--- src/rtl/rs_syndrome_calc_pkg.sv ---
// Shared types and constant helpers for the Reed-Solomon syndrome calculator.
package rs_syndrome_pkg;

  // Framing FSM states: waiting for a start symbol, accumulating, holding a result.
  typedef enum logic [1:0] {
    ST_IDLE  = 2'd0,
    ST_ACCUM = 2'd1,
    ST_HOLD  = 2'd2
  } state_e;

  // alpha^j in GF(2^m) with alpha = x, reduced by the generator polynomial.
  // Evaluated at elaboration time to build the constant multipliers.
  function automatic int unsigned gf_alpha_pow(input int unsigned j,
                                               input int unsigned m,
                                               input int unsigned poly);
    int unsigned v;
    v = 1;
    for (int unsigned i = 0; i < j; i++) begin
      v = v << 1;
      if (((v >> m) & 1) != 0) v = v ^ poly;
    end
    return v;
  endfunction

endpackage

--- src/rtl/rs_syndrome_calc_gf_mult_const.sv ---
// Combinational multiply of a GF(2^m) element by the constant alpha^POWER.
module gf_mult_const
  import rs_syndrome_pkg::*;
#(
  parameter int unsigned WORD_LENGTH = 4,
  parameter int unsigned PRIM_POLY   = 5'h13,
  parameter int unsigned POWER       = 1
) (
  input  logic [WORD_LENGTH-1:0] a_i,
  output logic [WORD_LENGTH-1:0] y_o
);

  localparam int unsigned CONST_VAL = gf_alpha_pow(POWER, WORD_LENGTH, PRIM_POLY);
  localparam logic [WORD_LENGTH-1:0] CONST_W  = CONST_VAL[WORD_LENGTH-1:0];
  localparam logic [WORD_LENGTH-1:0] POLY_LOW = PRIM_POLY[WORD_LENGTH-1:0];

  // Shift-and-xor product; each shift is a multiply by x with modular reduction.
  function automatic logic [WORD_LENGTH-1:0] mul_const(input logic [WORD_LENGTH-1:0] a);
    logic [WORD_LENGTH-1:0] acc;
    logic [WORD_LENGTH-1:0] sh;
    acc = '0;
    sh  = a;
    for (int i = 0; i < int'(WORD_LENGTH); i++) begin
      if (CONST_W[i]) acc = acc ^ sh;
      sh = {sh[WORD_LENGTH-2:0], 1'b0} ^ (sh[WORD_LENGTH-1] ? POLY_LOW : '0);
    end
    return acc;
  endfunction

  // Pure combinational product.
  always_comb begin
    y_o = mul_const(a_i);
  end

endmodule

--- src/rtl/rs_syndrome_calc.sv ---
// Reed-Solomon syndrome calculator: Horner evaluation of r(alpha^j), j=1..N-K,
// with codeword framing checks and a valid/ready output hold stage.
// Handshake: an input symbol is consumed on a rising edge where i_valid && o_in_ready;
// a result is consumed on a rising edge where o_valid && i_ready, and until then
// o_valid, o_syndromes and o_error stay stable.
module rs_syndrome_calc
  import rs_syndrome_pkg::*;
#(
  parameter int unsigned WORD_LENGTH = 4,
  parameter int unsigned N           = 15,
  parameter int unsigned K           = 11,
  parameter int unsigned PRIM_POLY   = 5'h13
) (
  input  logic                             clk,
  input  logic                             rst,
  input  logic                             i_start_codeword,
  input  logic                             i_end_codeword,
  input  logic                             i_valid,
  input  logic [WORD_LENGTH-1:0]           i_symbol,
  input  logic                             i_ready,
  output logic                             o_in_ready,
  output logic                             o_valid,
  output logic [(N-K)*WORD_LENGTH-1:0]     o_syndromes,
  output logic                             o_error,
  output logic                             o_frame_error
);

  localparam int unsigned T2 = N - K;
  localparam int unsigned CW = $clog2(N + 1);
  localparam logic [CW-1:0] N_C = CW'(N);

  state_e                 state_q, state_d;
  logic [CW-1:0]          count_q, count_d;
  logic [CW-1:0]          count_inc;
  logic                   frame_err_q, frame_err_d;
  logic                   accept;
  logic                   load_syn;
  logic                   upd_syn;
  logic [WORD_LENGTH-1:0] syn_q [T2];
  logic [WORD_LENGTH-1:0] syn_d [T2];
  logic [WORD_LENGTH-1:0] prod  [T2];
  logic                   any_nonzero;

  assign accept    = i_valid && o_in_ready;
  assign count_inc = count_q + 1'b1;

  // One constant multiplier per syndrome: S_j * alpha^j.
  for (genvar j = 0; j < int'(T2); j++) begin : g_syn
    gf_mult_const #(
      .WORD_LENGTH(WORD_LENGTH),
      .PRIM_POLY  (PRIM_POLY),
      .POWER      (j + 1)
    ) u_mul (
      .a_i(syn_q[j]),
      .y_o(prod[j])
    );
    assign o_syndromes[j*WORD_LENGTH +: WORD_LENGTH] = syn_q[j];
  end

  // State, counter, syndrome and frame-error registers.
  always_ff @(posedge clk) begin
    if (rst) begin
      state_q     <= ST_IDLE;
      count_q     <= '0;
      frame_err_q <= 1'b0;
      for (int j = 0; j < int'(T2); j++) syn_q[j] <= '0;
    end else begin
      state_q     <= state_d;
      count_q     <= count_d;
      frame_err_q <= frame_err_d;
      for (int j = 0; j < int'(T2); j++) syn_q[j] <= syn_d[j];
    end
  end

  // Next-state and datapath control; count stops at N so it never wraps.
  always_comb begin
    state_d     = state_q;
    count_d     = count_q;
    load_syn    = 1'b0;
    upd_syn     = 1'b0;
    frame_err_d = 1'b0;
    case (state_q)
      ST_IDLE: begin
        if (accept) begin
          if (i_start_codeword && !i_end_codeword) begin
            load_syn = 1'b1;
            count_d  = CW'(1);
            state_d  = ST_ACCUM;
          end else begin
            frame_err_d = 1'b1;
          end
        end
      end
      ST_ACCUM: begin
        if (accept) begin
          if (i_start_codeword) begin
            // Unexpected start: flag it and treat this symbol as a fresh codeword.
            frame_err_d = 1'b1;
            if (!i_end_codeword) begin
              load_syn = 1'b1;
              count_d  = CW'(1);
              state_d  = ST_ACCUM;
            end else begin
              count_d = '0;
              state_d = ST_IDLE;
            end
          end else if (i_end_codeword) begin
            upd_syn = 1'b1;
            if (count_inc == N_C) begin
              count_d = count_inc;
              state_d = ST_HOLD;
            end else begin
              frame_err_d = 1'b1;
              count_d     = '0;
              state_d     = ST_IDLE;
            end
          end else begin
            upd_syn = 1'b1;
            if (count_inc == N_C) begin
              frame_err_d = 1'b1;
              count_d     = '0;
              state_d     = ST_IDLE;
            end else begin
              count_d = count_inc;
            end
          end
        end
      end
      ST_HOLD: begin
        if (i_ready) begin
          count_d = '0;
          state_d = ST_IDLE;
        end
      end
      default: begin
        count_d = '0;
        state_d = ST_IDLE;
      end
    endcase
  end

  // Syndrome next values: load first symbol, or Horner step S*alpha^j ^ symbol.
  always_comb begin
    for (int j = 0; j < int'(T2); j++) begin
      syn_d[j] = syn_q[j];
      if (load_syn)     syn_d[j] = i_symbol;
      else if (upd_syn) syn_d[j] = prod[j] ^ i_symbol;
    end
  end

  // Outputs; all forced low while rst is asserted.
  always_comb begin
    any_nonzero = 1'b0;
    for (int j = 0; j < int'(T2); j++) any_nonzero = any_nonzero | (|syn_q[j]);
    o_in_ready    = !rst && (state_q != ST_HOLD);
    o_valid       = !rst && (state_q == ST_HOLD);
    o_error       = o_valid && any_nonzero;
    o_frame_error = !rst && frame_err_q;
  end

endmodule

--- config.mk ---
export PLATFORM = sky130hd
export DESIGN_NAME = rs_syndrome_calc
export DESIGN_NICKNAME = d
export VERILOG_FILES = /design/src/rtl/rs_syndrome_calc_pkg.sv /design/src/rtl/rs_syndrome_calc_gf_mult_const.sv /design/src/rtl/rs_syndrome_calc.sv
export SDC_FILE = /design/constraint.sdc
export NUM_CORES = 1
export LEC_CHECK = 0
export ABC_AREA = 0
export CAP_MARGIN = 0
export CORE_MARGIN = 3
export CORE_UTILIZATION = 53
export CTS_CLUSTER_DIAMETER = 40
export DETAILED_ROUTE_END_ITERATION = 7
export PLACE_DENSITY = 0.77
export SETUP_SLACK_MARGIN = 0.2
export SLEW_MARGIN = 25
export SYNTH_ARGS = -nofsm -noshare
export SYNTH_HDL_FRONTEND = slang
export SYNTH_SLANG_ARGS = --single-unit
export TNS_END_PERCENT = 5
--- constraint.sdc ---
create_clock -name clk -period 2.33 [get_ports clk]
set_input_delay 0.466 -clock clk [delete_from_list [all_inputs] [get_ports clk]]
set_output_delay 0.466 -clock clk [all_outputs]
set_load 0.01 [all_outputs]
* Word-level counts from Yosys, hierarchy flattened
Memories as Yosys holds them, arrays and structs flattened.
Cells that the tools add are included.
** Cells by class
- Add/sub/neg operators :: 1
- Equality and inequality tests :: 9
- Multiplexer cells :: 59
- Bitwise gates (word level) :: 19
- Reduce and logical (&&, ||, !) cells :: 15
** Operators with widths (number)
- 4-bit 2-to-1 mux :: 20
- 4-bit XOR :: 12
- 2-bit 2-to-1 mux :: 15
- 1-bit 2-to-1 mux :: 20
- 4-bit OR reduction :: 4
- 4-bit one-hot mux with 3 select lines :: 1
- 2-bit inequality test (second input constant) :: 5
- 1-bit OR :: 7
- 1-bit logical AND :: 6
- 2-bit one-hot mux with 3 select lines :: 1
- 5-bit AND reduction :: 1
- 4-bit by 1-bit adder with 4-bit output (second input constant) :: 1
- 4-bit equality test (second input constant) :: 1
- 4-bit inequality test (second input constant) :: 1
- 1-bit one-hot mux with 2 select lines :: 2
- 4-bit AND reduction :: 1
- 2-bit by 1-bit equality test with 1-bit output (second input constant) :: 1
- 2-bit equality test (second input constant) :: 1
- 1-bit zero test :: 2
- 2-bit zero test :: 1
** Storage, ports and cells
- Flip-flop bits (word level) :: 7
- RAM bits :: 16
- Input port bits :: 10
- Output and inout bits :: 20
- Word-level logic and storage cells :: 107
- Memories :: 1
** Memory list
- syn_q :: words 4, width 4, read ports 4, clocked after memory_dff 0, wr ports 4, line rs_syndrome_calc.sv:39 : logic [WORD_LENGTH-1:0] syn_q [T2];

* Longest topological paths before layout
Gate-level depths: netlist of run 1.
An unclocked memory read counts as a cell.
- Depth after elaboration :: 11
- Mapped depth :: 7
- Depth with buffers taken out :: 7

* Modules after synthesis
From an unflattened synthesis of run 1, not the netlist that was laid out.
** Second synthesis, totals
- Cell total of the unflattened synthesis :: 174
- Area total of the unflattened synthesis :: 1481.4 um^2
** By module, submodules not included
- rs_syndrome_calc :: instances 1, cells each 158, area an instance 1333.8 um^2, seq. area each 460.4 um^2
- gf_mult_const at g_syn[3].u_mul :: instances 1, cells each 4, area an instance 50.0 um^2, seq. area each 0.0 um^2
- gf_mult_const at g_syn[2].u_mul :: instances 1, cells each 4, area an instance 33.8 um^2, seq. area each 0.0 um^2
- gf_mult_const at g_syn[1].u_mul :: instances 1, cells each 4, area an instance 32.5 um^2, seq. area each 0.0 um^2
- gf_mult_const at g_syn[0].u_mul :: instances 1, cells each 4, area an instance 31.3 um^2, seq. area each 0.0 um^2

* Worst setup path before layout of run 1
OpenSTA, ideal clock, no wires.
- Path type :: flip-flop to output port
- Start :: memory syn_q[3][3]
- End :: output o_error
- Arrival :: 1.430 ns
- Required time :: 1.864 ns
- Path slack :: 0.434 ns
- Cell stages (with the launch flop) :: 6
- Path buffers :: 0
- Path through :: dfxtp_1 inv_1 ha_1 or4b_2 nor3_1 a31oi_1
** RTL lines
- start: declaration :: line rs_syndrome_calc.sv:39
- end: declaration :: line rs_syndrome_calc.sv:24 : output logic o_error,

==> results of run 1 <==
per-layer routing:
metal | wire length (um) | vias up
met5 | 0 | -
met4 | 41 | 0
met3 | 157 | 7
met2 | 2031 | 33
met1 | 1948 | 778
li1 | - | 809
cell usage after synthesis (all sizes together), types with 5 or more instances:
cell | instances | area, um^2
nor3 | 7 | 62.56
buf | 9 | 82.57
inv | 11 | 41.29
clkbuf | 5 | 40.04
nor2 | 23 | 86.33
dfxtp | 23 | 460.4
a21oi | 13 | 72.57
ha | 5 | 62.56
or3 | 5 | 36.28
nand2 | 26 | 107.6
xor2 | 10 | 87.58
a211oi | 11 | 82.58
o21ai | 11 | 62.56
placed cells by master (no fill, tap or decap), types with 4 or more instances in the layout:
| cell | n |
|---|---|
| sky130_fd_sc_hd__dfxtp_1 | 21 |
| sky130_fd_sc_hd__nand3_1 | 4 |
| sky130_fd_sc_hd__a211oi_1 | 11 |
| sky130_fd_sc_hd__nand2_1 | 22 |
| sky130_fd_sc_hd__mux2_2 | 4 |
| sky130_fd_sc_hd__nand2_2 | 4 |
| sky130_fd_sc_hd__or3_1 | 4 |
| sky130_fd_sc_hd__ha_1 | 5 |
| sky130_fd_sc_hd__inv_1 | 10 |
| sky130_fd_sc_hd__buf_4 | 12 |
| sky130_fd_sc_hd__nor2_1 | 23 |
| sky130_fd_sc_hd__o21ai_0 | 4 |
| sky130_fd_sc_hd__o21ai_1 | 5 |
| sky130_fd_sc_hd__a21oi_1 | 11 |
| sky130_fd_sc_hd__clkdlybuf4s50_1 | 25 |
| sky130_fd_sc_hd__xor2_1 | 10 |
metrics by stage:
stage	TNS (ns)	hold WS, ns	setup WS, ns	total power [uW]
global route	0	0.5423	0.05274	918.3
floorplan	0	0.4845	0.4339	589.7
detailed placement	-0.6252	0.4922	-0.1568	674.9
finish	0	0.5064	0.1235	876.0
global placement	-0.3711	0.4815	-0.1076	666.4
CTS	0	0.5114	0.08336	875.5
timing repair:
| action | in CTS | in global routing |
|---|---|---|
| endpoints found under the setup margin | 5 | 5 |
| gates resized for setup | 12 | 2 |
| pin swaps | 2 | 0 |
registers in the layout, summed over array words and instances (netlist names):
register / flops
frame_err_q: 1
syn_q: 16
count_q: 4
state_q: 2
worst min-delay path: stages, from the launching register on:
cell and delay [ns]:
sky130_fd_sc_hd__dfxtp_1 0.35, sky130_fd_sc_hd__nand2_1 0.06, sky130_fd_sc_hd__a31oi_1 0.06
cells by family after synthesis:
logic type,count (synthesis),share of synthesized area [%]
AND/OR/NAND/NOR,85,27.72
AO/OA/AOI/OAI,54,24.40
buffers and inverters,25,9.264
flip-flops,23,26.03
XOR/XNOR,12,5.941
multiplexers,5,3.112
adder cells (fa/ha/maj),5,3.536
worst max-delay path by stage:
stage / start / depth (start not counted) / endpoint / slack, ns
2_1_floorplan: syn_q[3][3] / 5 / o_error / 0.43
3_3_place_gp: rst / 4 / o_error / -0.11
3_5_place_dp: rst / 7 / syn_q[0][1] / -0.16
4_1_cts: rst / 4 / o_frame_error / 0.08
5_1_grt: syn_q[3][2] / 6 / o_error / 0.05
6_report: syn_q[3][2] / 6 / o_error / 0.12
cell type report:
| class | instances | area (um^2) | area share, % |
|---|---|---|---|
| timing repair buffer | 43 | 410.4 | 19.06 |
| multi-input combinational | 161 | 1154 | 53.57 |
| sequential | 23 | 462.9 | 21.50 |
| tap | 44 | 55.05 | 2.557 |
| inverter | 11 | 41.29 | 1.917 |
| clock inverter | 1 | 7.507 | 0.3486 |
| clock buffer | 3 | 22.52 | 1.046 |
power by group through the flow:
stage | registers, uW | clock network, uW | logic, uW
after global routing | 435 | 219 | 265
final | 432 | 201 | 243
after detailed placement | 439 | 0 | 236
after global placement | 438 | 0 | 229
after CTS | 431 | 202 | 242
after floorplan | 444 | 0 | 146
==> flow_results.org, run 1 <==
** Critical path
- Critical path required time :: 1.86 ns
- In this design, the largest share of critical-path delay is due to simple AND/OR/NAND/NOR gates.
- The number of cells on the worst reg-to-reg path is 7.
- Data arrival time of the worst path :: 1.74 ns
- The endpoint identified for the worst register-to-register timing path is count_q[2].
- Source of the worst register-to-register timing path :: count_q[0]
- Of all nets on the critical path, the largest fanout is 2.
- CP Buf/Inv Count :: 2
- Worst Path Class, Setup :: reg2out
- The worst setup path is captured at an output pin.
- Cell at the slowest stage of the critical path :: sky130_fd_sc_hd__or4b_4
- Kind of start point of the critical path :: flop
- Minimum setup slack among reg-to-reg paths :: 0.54 ns
- Ordered cell list for the critical path :: inv_2 > ha_1 > or4b_4 > nor3_2 > a31oi_1 > buf_2
- Largest stage delay on the critical path :: 0.45 ns

** Power and ir drop
- Max VDD drop :: 0.0002680 V
- The share of total power dissipated in the clock network is 22.9%.
- Summed over all cells, the static leakage comes to 0.0007660 uW.
- Dividing total power by cell area gives a power density of 406.8 nW/um^2.
- Per report_power, the combinational group accounts for 27.8% of the total.
- Power share of the sequential group :: 49.3%
- Switching power share of the total :: 31.82%
- Int Pwr :: 597.3 uW
- Switch Pwr :: 278.7 uW

** Min path
- Hold Path End :: syn_q[2][3]
- Along the worst hold path, the cell count comes to 2.
- Worst Hold Launch :: syn_q[2][3]
- The worst hold path belongs to the class reg2reg.

** GRT
- Global routing usage on met3 :: 3.339%
- Met1 Resource Use GR :: 27.63%
- The via count of the first global-routing pass is 1591.
- For this run the aggregate overflow at the end of global routing stands at 0.
- Global routing consumed, on the met2 layer, 38.72% of the routing resources.
- Global-route wire length before repair :: 7.155 mm
- The initial antenna violation count came to 0.
- Largest net degree at the start of global routing :: 27
- Most Crowded Layer GR :: met2
- Total routing usage reported by global routing :: 21.66%

** Floorplanning
- Once the floorplan was initialized, standard cells occupied 56.56% of the core.
- Die Y-Extent :: 63.78 um
- Std-Cell Rows :: 20
- Chip width :: 63.78 um
- The total area inside the core boundary comes to 3128 um^2.
- Area of the die :: 4067 um^2
- Number of I/O pins :: 30

** Yosys
- Counting flops with a built-in enable in the synthesized netlist gives 0.
- Post-Synthesis Cell Area :: 1769 um^2
- Counting flops with an async set or reset pin after synthesis yields a share of 0%.
- After synthesis, the netlist uses 54 different library cells.
- Number of warnings issued by yosys :: 0
- Summing the sequential cell areas from Yosys gives 26.03% of the chip area.
- Cells after Synth :: 209
- Synthesized netlist net count :: 224
- Syn Area/Cell :: 8.465 um^2
- In the synthesized netlist the dominant register cell turns out to be sky130_fd_sc_hd__dfxtp_1.
- Total of flip-flops plus latches after synthesis :: 23

** Clocking
- CTS tree :: yes
- The clock passes through at most 2 buffers.
- For the worst-skew pair, the clock arrives at the later sink with an insertion delay of 0.32 ns.
- CTS built an H-tree with a depth of 1.
- The tree is rooted in a sky130_fd_sc_hd__clkbuf_4.
- Clock transition at the registers of the reported paths :: 0.13 ns
- Clock buffer count from CTS :: 3
- Setup bufs post-CTS :: 0
- Clk sinks :: 23
- Post-CTS Hold Fix Bufs :: 0

** Final layout
- At the end of the flow, the number of nets in the layout was 258.
- Share of final-layout standard cells stronger than drive strength 1 :: 23.14%
- Syn-to-layout area delta :: 21.71%
- Final design area excluding fillers :: 2153 um^2
- The number of antenna diodes in the final layout is 0.
- After the flow finishes, the layout carries non-filler instances totaling 286.
- The filler cells instantiated in the layout total 275.
- Final Util :: 68.84%

** Drt
- For this run, design rule violations remaining after detail routing come to 0.
- Dividing the detail-routed via count by the number of cells gives 5.689.
- Via count :: 1627
- Dividing the detail-routed wire length by the instance count gives 14.61 um.
- Initial DRC count :: 82
- DRT Pass-1 Iters :: 4
- Wires add up to 4.178 mm.
- The count of nets left with antenna violations once routing finished came out at 0.

** Timing
- Worst slew margin relative to its limit :: 70.53%
- Pins Over Slew Limit :: 0
- For the pin with the worst max-slew slack, the measured transition is 0.4406 ns.
- Worst Skew :: 0.007212 ns
- The final critical path takes up 94.70% of the cycle.
- Setup Viol. Count Final :: 0
- The worst path needs 2.206 ns of the cycle, external delays included.
- Setup repair after global routing could not meet its margin everywhere.
- For this run, the top clock speed supported by timing is 453.2 MHz.
- Endpoints failing hold :: 0

** Placement
- Buffers placed on the I/O ports in this run total 29.
- Cell total after placement :: 282
- Last weighted congestion value of the routability-driven placer :: 0.8195
- HPWL after DPL :: 3.118 mm
- Cell area reported after detailed placement :: 2110 um^2

** Status
- The run finished with clean final reports.

** Run
- Max capacitance violation total :: 0
No activity file was read; power rests on OpenSTA's default activity.
==> run 2: changes to the inputs <==
--- a/config.mk
+++ b/config.mk
@@ -11,7 +11,7 @@
 export CORE_UTILIZATION = 53
 export CTS_CLUSTER_DIAMETER = 40
 export DETAILED_ROUTE_END_ITERATION = 7
-export PLACE_DENSITY = 0.77
+export PLACE_DENSITY = 0.8
 export SETUP_SLACK_MARGIN = 0.2
 export SLEW_MARGIN = 25
 export SYNTH_ARGS = -nofsm -noshare
==> run 2 against run 1 <==
Against the previous run:
- sequential power barely moved
- worst setup slack got worse by 0.034 ns
- total power increased by 0.36%
- critical endpoint is now o_frame_error
==> flow_results.org, run 2 (synthesis gave the netlist of run 1 again) <==
** Final layout
- Area occupied by registers :: 462.9 um^2 (unchanged)
- The post-route non-filler standard cell count was 290 (was 286).
- Filler Cells Inserted :: 266 (was 275)
- Final Util :: 69.68% (was 68.84%)
- Final design area excluding fillers :: 2180 um^2 (was 2153 um^2)
- Share of final-layout standard cells stronger than drive strength 1 :: 23.98% (was 23.14%)
- Syn-to-layout area delta :: 23.20% (was 21.71%)
- Combined area of the multi-input logic cells :: 1160 um^2 (was 1154 um^2)
- Leading cell types in the layout, fill and taps excluded :: 26 x sky130_fd_sc_hd__clkdlybuf4s50_1, 23 x sky130_fd_sc_hd__nor2_1, 22 x sky130_fd_sc_hd__nand2_1 (was 25 x sky130_fd_sc_hd__clkdlybuf4s50_1, 23 x sky130_fd_sc_hd__nor2_1, 22 x sky130_fd_sc_hd__nand2_1)
- The register containing the most flip-flops in the final layout is syn_q (unchanged).
- Most common cell after layout, fill and taps aside :: sky130_fd_sc_hd__clkdlybuf4s50_1 (unchanged)
- Count of nets after finishing :: 262 (was 258)
- The number of antenna cells inserted is 0 (unchanged).
- Registers with the most flip-flops :: syn_q: 16 flops, count_q: 4 flops, state_q: 2 flops (unchanged)
- Flip-flop count of the largest register after layout :: 16 (unchanged)

** Clocking
- The clock latency at the later pin of the worst-skew pair was 0.33 ns (was 0.32 ns).
- The total clock buffers created by CTS was 3 (unchanged).
- Clock Tree Buf Depth :: 2 (unchanged)
- The total number of H-tree levels came to 1 (unchanged).
- Clock root buffer :: sky130_fd_sc_hd__clkbuf_4 (unchanged)
- CTS tree :: yes (unchanged)
- Setup bufs post-CTS :: 0 (unchanged)
- Clock transition at the registers of the reported paths :: 0.13 ns (about the same)
- Clk sinks :: 23 (unchanged)

** GRT
- Total routing usage reported by global routing :: 20.88% (was 21.66%)
- Largest net degree at the start of global routing :: 27 (unchanged)
- Congestion Overflow GR :: 0 (unchanged)
- Initial antenna violation count :: 0 (unchanged)
- Via count of the first global-routing pass :: 1480 (was 1591)
- The wire length of the first global-routing pass is 6.810 mm (was 7.155 mm).

** Timing
- Setup repair after global routing missed its margin: true (unchanged).
- Final worst-path cycle share :: 96.14% (was 94.70%)
- The shortest clock period the worst path allows after layout came to 2.240 ns (was 2.206 ns).
- Worst Skew :: 0.006549 ns (was 0.007212 ns)
- Endpoints failing hold :: 0 (unchanged)
- The number of pins with negative max-slew slack in the final report was 0 (unchanged).
- The maximum clock frequency is 446.4 MHz (was 453.2 MHz).
- The worst setup slack after layout is 0.09000 ns (was 0.1235 ns).
- The slew of the pin with the lowest slew margin is 0.3929 ns (was 0.4406 ns).
- The count of endpoints failing setup in the final report is 0 (unchanged).
- The max-slew headroom at the worst pin is 73.72% (was 70.53%).

** Placement
- The global placer's final weighted congestion is 0.8256 (was 0.8195).
- The placed cell area is 2140 um^2 (was 2110 um^2).
- Count of port buffers added during placement :: 29 (unchanged)
- HPWL after DPL :: 2.929 mm (was 3.118 mm)
- The number of instances in the placed design is 286 (was 282).
- Pre-CTS setup slack :: -0.1298 ns (was -0.1568 ns)

** Status
- Outcome :: completed (unchanged)

** Critical path
- The reg2reg setup slack came to 0.55 ns (was 0.54 ns).
- The reg-to-reg startpoint is count_q[0] (unchanged).
- The launching instance or port of the critical path is rst (was syn_q[3][2]).
- The number of cell instances on the worst register-to-register path came to 7 (unchanged).
- The cell with the biggest individual delay on the critical path was sky130_fd_sc_hd__clkdlybuf4s50_1 (was sky130_fd_sc_hd__or4b_4).
- The endpoint of the most critical register-to-register path was count_q[2] (unchanged).
- Data arrival time of the worst path :: 1.77 ns (was 1.74 ns)
- Ordered cell list for the critical path :: clkdlybuf4s50_1 > buf_4 > nor2b_1 > clkdlybuf4s50_1 (was inv_2 > ha_1 > or4b_4 > nor3_2 > a31oi_1 > buf_2)
- Largest stage delay on the critical path :: 0.54 ns (was 0.45 ns)
- Dominant cell type by count on the critical path :: sky130_fd_sc_hd__clkdlybuf4s50_1
- The type of the worst setup path is in2out (was reg2out).
- Kind of start point of the critical path :: input port (was flop)
- The category of the worst setup path capture point is an output pin (unchanged).
- CP Buf/Inv Count :: 3 (was 2)
- The worst-path maximum fanout was 9 (was 2).
- Critical path required time :: 1.86 ns (about the same)
- The family with the most delay on the worst path was buffers and inverters (was simple AND/OR/NAND/NOR gates).

** Drt
- The number of vias after detailed routing came to 1589 (was 1627).
- The number of iterations in the first detailed-routing pass was 4 (unchanged).
- The remaining antenna violation count came to 0 (unchanged).
- The remaining routing DRC violations is 0 (unchanged).
- Vias per std cell :: 5.479 (was 5.689)
- Wire length per cell after detailed routing :: 13.63 um (was 14.61 um)
- The post-detailed-routing wire length was 3.952 mm (was 4.178 mm).
- Initial DRC count :: 116 (was 82)

** Min path
- The kind of path behind the tightest hold check is reg2reg (unchanged).
- Hold Path End :: syn_q[2][3] (unchanged)
- The number of stages on the worst hold path came to 2 (unchanged).
- Worst Hold Launch :: syn_q[2][3] (unchanged)

** Power and ir drop
- The reported leakage power was 0.0007661 uW (was 0.0007660 uW).
- Switch Pwr :: 277.2 uW (was 278.7 uW)
- The share of total power consumed by net switching was 31.54% (was 31.82%).
- Power share of the sequential group :: 49.0% (was 49.3%)
- The largest voltage drop on the vdd net came to 0.0002099 V (was 0.0002680 V).
- Relative contribution of combinational cells to total power :: 28.0% (was 27.8%)
- The part of the power in the clock network was 23.0% (was 22.9%).
- PD cells :: 403.3 nW/um^2 (was 406.8 nW/um^2)
- Int Pwr :: 601.9 uW (was 597.3 uW)

** Floorplanning
- Die Y-Extent :: 63.78 um (unchanged)
- The core outline area came to 3128 um^2 (unchanged).
- The horizontal extent of the die came to 63.78 um (unchanged).
- Number of I/O pins :: 30 (unchanged)
- Std-Cell Rows :: 20 (unchanged)
- Initial Util :: 56.56% (unchanged)
- The area of the die was 4067 um^2 (unchanged).

** Run
- The number of max-cap violations is 0 (unchanged).
[run 2: power groups by stage]
stage	clock network (uW)	registers, uW	logic [uW]
finish	202	431	246
detailed placement	0	439	238
CTS	205	431	243
floorplan	0	444	146
global placement	0	438	234
global route	223	435	270
[run 2: cell type report]
type	count	area share (%)
sequential	23	21.24
tap	44	2.526
clock inverter	1	0.3444
timing repair buffer	47	19.75
clock buffer	3	1.033
inverter	11	1.894
multi-input combinational	161	53.21
[run 2: per-stage QoR]
stage | power, uW | hold WS (ns) | TNS (ns)
finish | 879.1 | 0.5178 | 0
global placement | 671.6 | 0.4768 | -0.1804
floorplan | 589.7 | 0.4845 | 0
CTS | 878.6 | 0.5118 | 0
global route | 928.1 | 0.5622 | 0
detailed placement | 676.4 | 0.4919 | -0.2103
[run 2: tightest hold or removal path: cells and delay by family, from the launching register on]
kind,cells,cell delay (ns)
flops,1,0.35
compound gates,1,0.07
simple gates,1,0.06
[run 2: routing by layer]
metal,vias up,track usage [%],routed length (um)
met5,-,0,0
met4,0,8.356,84
met3,9,3.163,194
met2,47,32.20,1742
met1,714,29.08,1931
li1,819,-,-
[run 2: repair_timing]
item | in CTS | in global routing
setup endpoints to repair | 4 | 3
hold buffers | 0 | 0
pin swaps | 2 | 0
gates resized for setup | 10 | 1
[run 2: worst max-delay path by stage]
| stage | endpoint | slack [ns] | depth (start not counted) |
|---|---|---|---|
| 3_3_place_gp | o_error | -0.11 | 4 |
| 4_1_cts | o_frame_error | 0.08 | 4 |
| 5_1_grt | o_error | 0.01 | 6 |
| 6_report | o_frame_error | 0.09 | 4 |
| 2_1_floorplan | o_error | 0.43 | 5 |
| 3_5_place_dp | o_error | -0.13 | 4 |
==> run 3: changes to the inputs <==
--- a/config.mk
+++ b/config.mk
@@ -6,14 +6,14 @@
 export NUM_CORES = 1
 export LEC_CHECK = 0
 export ABC_AREA = 0
+export ABC_CLOCK_PERIOD_IN_PS = 2330
 export CAP_MARGIN = 0
 export CORE_MARGIN = 3
-export CORE_UTILIZATION = 53
+export CORE_UTILIZATION = 32
 export CTS_CLUSTER_DIAMETER = 40
 export DETAILED_ROUTE_END_ITERATION = 7
-export PLACE_DENSITY = 0.8
 export SETUP_SLACK_MARGIN = 0.2
-export SLEW_MARGIN = 25
+export SLEW_MARGIN = 20
 export SYNTH_ARGS = -nofsm -noshare
 export SYNTH_HDL_FRONTEND = slang
 export SYNTH_SLANG_ARGS = --single-unit
==> run 3 against run 2 <==
Against the previous run:
- core utilization shrank 27 points
- via count is 1.1% lower
- worst setup slack improved by 0.12 ns
- register-to-register slack hardly changed
- highest routed layer unchanged
==> flow_results.org, run 3 (synthesis gave the netlist of run 1 again) <==
** Status
- Outcome: completed (unchanged).

** Final layout
- The area growth from synthesis to layout is 25.60% (was 23.20%).
- The post-route cell area came to 2222 um^2 (was 2180 um^2).
- Leading cell types in the layout, fill and taps excluded :: 25 x sky130_fd_sc_hd__clkdlybuf4s50_1, 23 x sky130_fd_sc_hd__nor2_1, 22 x sky130_fd_sc_hd__nand2_1, 22 x sky130_fd_sc_hd__dfxtp_1, 14 x sky130_fd_sc_hd__buf_4 (was 26 x sky130_fd_sc_hd__clkdlybuf4s50_1, 23 x sky130_fd_sc_hd__nor2_1, 22 x sky130_fd_sc_hd__nand2_1)
- Most common cell after layout, fill and taps aside :: sky130_fd_sc_hd__clkdlybuf4s50_1 (unchanged)
- The proportion of layout cells with a drive suffix above 1 is 22.54% (was 23.98%).
- Register ranked first by flip-flop count :: syn_q (unchanged)
- Registers with the most flip-flops :: syn_q: 16 flops, count_q: 4 flops, state_q: 2 flops (unchanged)
- Count of nets after finishing :: 260 (was 262)
- Flip-flop count of the largest register after layout :: 16 (unchanged)
- Final Util :: 42.43% (was 69.68%)
- The number of antenna cells inserted is 0 (unchanged).

** Drt
- The remaining antenna violation count is 0 (unchanged).
- The iteration-0 DRC count of the detailed router is 47 (was 116).
- Vias per std cell :: 5.003 (was 5.479)
- Total routed wirelength :: 4.067 mm (was 3.952 mm)
- Wire length per cell after detailed routing :: 12.95 um (was 13.63 um)
- DR DRC count :: 0 (unchanged)
- Via count :: 1571 (was 1589)
- The number of iterations in the first detailed-routing pass is 4 (unchanged).

** Critical path
- The endpoint required time on the critical path is 1.86 ns (about the same).
- The reg-to-reg startpoint was count_q[0] (unchanged).
- Largest fanout of any net on the critical path :: 2 (was 9)
- Largest stage delay on the critical path :: 0.43 ns (was 0.54 ns)
- The launching instance or port of the critical path is rst (unchanged).
- Ordered cell list for the critical path: clkdlybuf4s50_1 > or2_2 > buf_4 > inv_1 > dlygate4sd2_1 (was clkdlybuf4s50_1 > buf_4 > nor2b_1 > clkdlybuf4s50_1).
- Worst Path Class, Setup :: in2out (unchanged)
- The category of the worst setup path capture point was an output pin (unchanged).
- The signal arrival time at the worst endpoint came to 1.66 ns (was 1.77 ns).
- Minimum setup slack among reg-to-reg paths :: 0.54 ns (was 0.55 ns)
- The kind of start point of the critical path was an input port (unchanged).
- The cell with the biggest individual delay on the critical path is sky130_fd_sc_hd__clkdlybuf4s50_1 (unchanged).

** GRT
- The initial antenna violation count was 0 (unchanged).
- The via count of the first global-routing pass is 1552 (was 1480).
- The aggregate global-route resource usage is 14.14% (was 20.88%).
- The remaining global-route overflow was 0 (unchanged).
- The largest net degree at the start of global routing was 28 (was 27).
- The wire length of the first global-routing pass was 7.348 mm (was 6.810 mm).

** Floorplanning
- The core outline area came to 5238 um^2 (was 3128 um^2).
- The horizontal extent of the die is 80.36 um (was 63.78 um).
- The area of the die came to 6457 um^2 (was 4067 um^2).
- The floorplan die height is 80.36 um (was 63.78 um).
- The initial cell density of the core is 33.78% (was 56.56%).
- The count of standard-cell rows came to 26 (was 20).
- Number of I/O pins :: 30 (unchanged)

** Timing
- Final period demand of the worst path :: 2.124 ns (was 2.240 ns)
- Worst Skew :: 0.006914 ns (was 0.006549 ns)
- The count of endpoints failing setup in the final report came to 0 (unchanged).
- The portion of the clock cycle consumed by the worst path in the final layout is 91.16% (was 96.14%).
- The slew of the pin with the lowest slew margin came to 0.4292 ns (was 0.3929 ns).
- Endpoints failing hold :: 0 (unchanged)
- The number of pins with negative max-slew slack in the final report is 0 (unchanged).
- The max-slew headroom at the worst pin was 71.29% (was 73.72%).
- Setup repair after global routing missed its margin :: true (unchanged)
- The maximum clock frequency is 470.8 MHz (was 446.4 MHz).

** Clocking
- The count of buffers added by post-CTS timing repair for setup was 0 (unchanged).
- The post-cts hold buffer count came to 0 (unchanged).
- Clk sinks :: 23 (unchanged)
- CTS tree :: yes (unchanged)
- The clock transition time at the flip-flop clock pins of the worst setup and hold paths is 0.09 ns (was 0.13 ns).
- The largest buffer count on any clock path was 2 (unchanged).
- Latest clock arrival within the worst-skew pair :: 0.27 ns (was 0.33 ns)
- The total number of H-tree levels is 1 (unchanged).
- The root cell of the clock tree was sky130_fd_sc_hd__clkbuf_8 (was sky130_fd_sc_hd__clkbuf_4).
- Clock buffer count from CTS :: 3 (unchanged)

** Min path
- Worst hold path class :: reg2reg (unchanged)
- The worst hold path startpoint was syn_q[2][3] (unchanged).

** Power and ir drop
- The largest voltage drop on the vdd net is 0.0003258 V (was 0.0002099 V).
- The reported leakage power is 0.0007713 uW (was 0.0007661 uW).
- PD cells :: 418.6 nW/um^2 (was 403.3 nW/um^2)

** Run
- Max capacitance violation total :: 0 (unchanged)

** Placement
- Last weighted congestion value of the routability-driven placer :: 0.7687 (was 0.8256)
- The HPWL reported at the end of detailed placement came to 3.032 mm (was 2.929 mm).
- Cell area reported after detailed placement :: 2170 um^2 (was 2140 um^2)
- The port buffer count is 29 (unchanged).
run 3: cell types whose count changed in the layout (fill, tap and decap cells not counted), sizes merged:
| cell | change |
|---|---|
| buf | -2 |
| clkbuf | +1 |
| clkinvlp | -1 |
| clkdlybuf4s50 | -1 |
| dlygate4sd2 | +1 |
run 3: final cells by class:
type | instances | area (um^2)
tap | 70 | 87.58
inverter | 11 | 41.29
clock buffer | 4 | 45.04
fill | 564 | 3015
sequential | 23 | 461.7
timing repair buffer | 45 | 426.7
multi-input combinational | 161 | 1160
run 3: where the power goes:
part	internal (uW)	switching, uW	leakage (uW)
combinational	124	123	0.000561
clock	122	133	0.0000228
sequential	411	17.0	0.000188
run 3: path summary, 6_finish.rpt:
check | to | depth (start not counted)
worst max-delay path | o_valid | 5
worst min-delay path | syn_q[2][3] | 2
worst max register to register | count_q[2] | 7
worst min register to register | syn_q[2][3] | 2
run 3: metrics by stage:
stage	hold slack [ns]	instances	setup slack (ns)	power [uW]	setup TNS, ns
floorplan	0.4845	209	0.4339	589.7	0
global placement	0.4924	310	-0.07612	675.9	-0.1486
detailed placement	0.4840	310	-0.08448	677.7	-0.1473
CTS	0.5020	314	0.1900	946.7	0
global route	0.5643	314	0.09782	992.2	0
finish	0.4967	314	0.2059	930.1	0
run 3: per-layer routing:
metal / wire [um] / track usage (%)
met5: 0 / 0
met4: 29 / 2.534
met3: 127 / 3.027
met2: 2016 / 24.92
met1: 1893 / 17.73
run 3: repair_timing:
item / CTS / global route
endpoints found under the hold margin: 0 / 0
pin swaps: 1 / 1
setup endpoints to repair: 4 / 3
gates resized for setup: 9 / 2
run 3: critical path: cells and delay by family:
family | cells | cell delay, ns
AND/OR/NAND/NOR | 1 | 0.33
buffers and inverters | 4 | 0.86
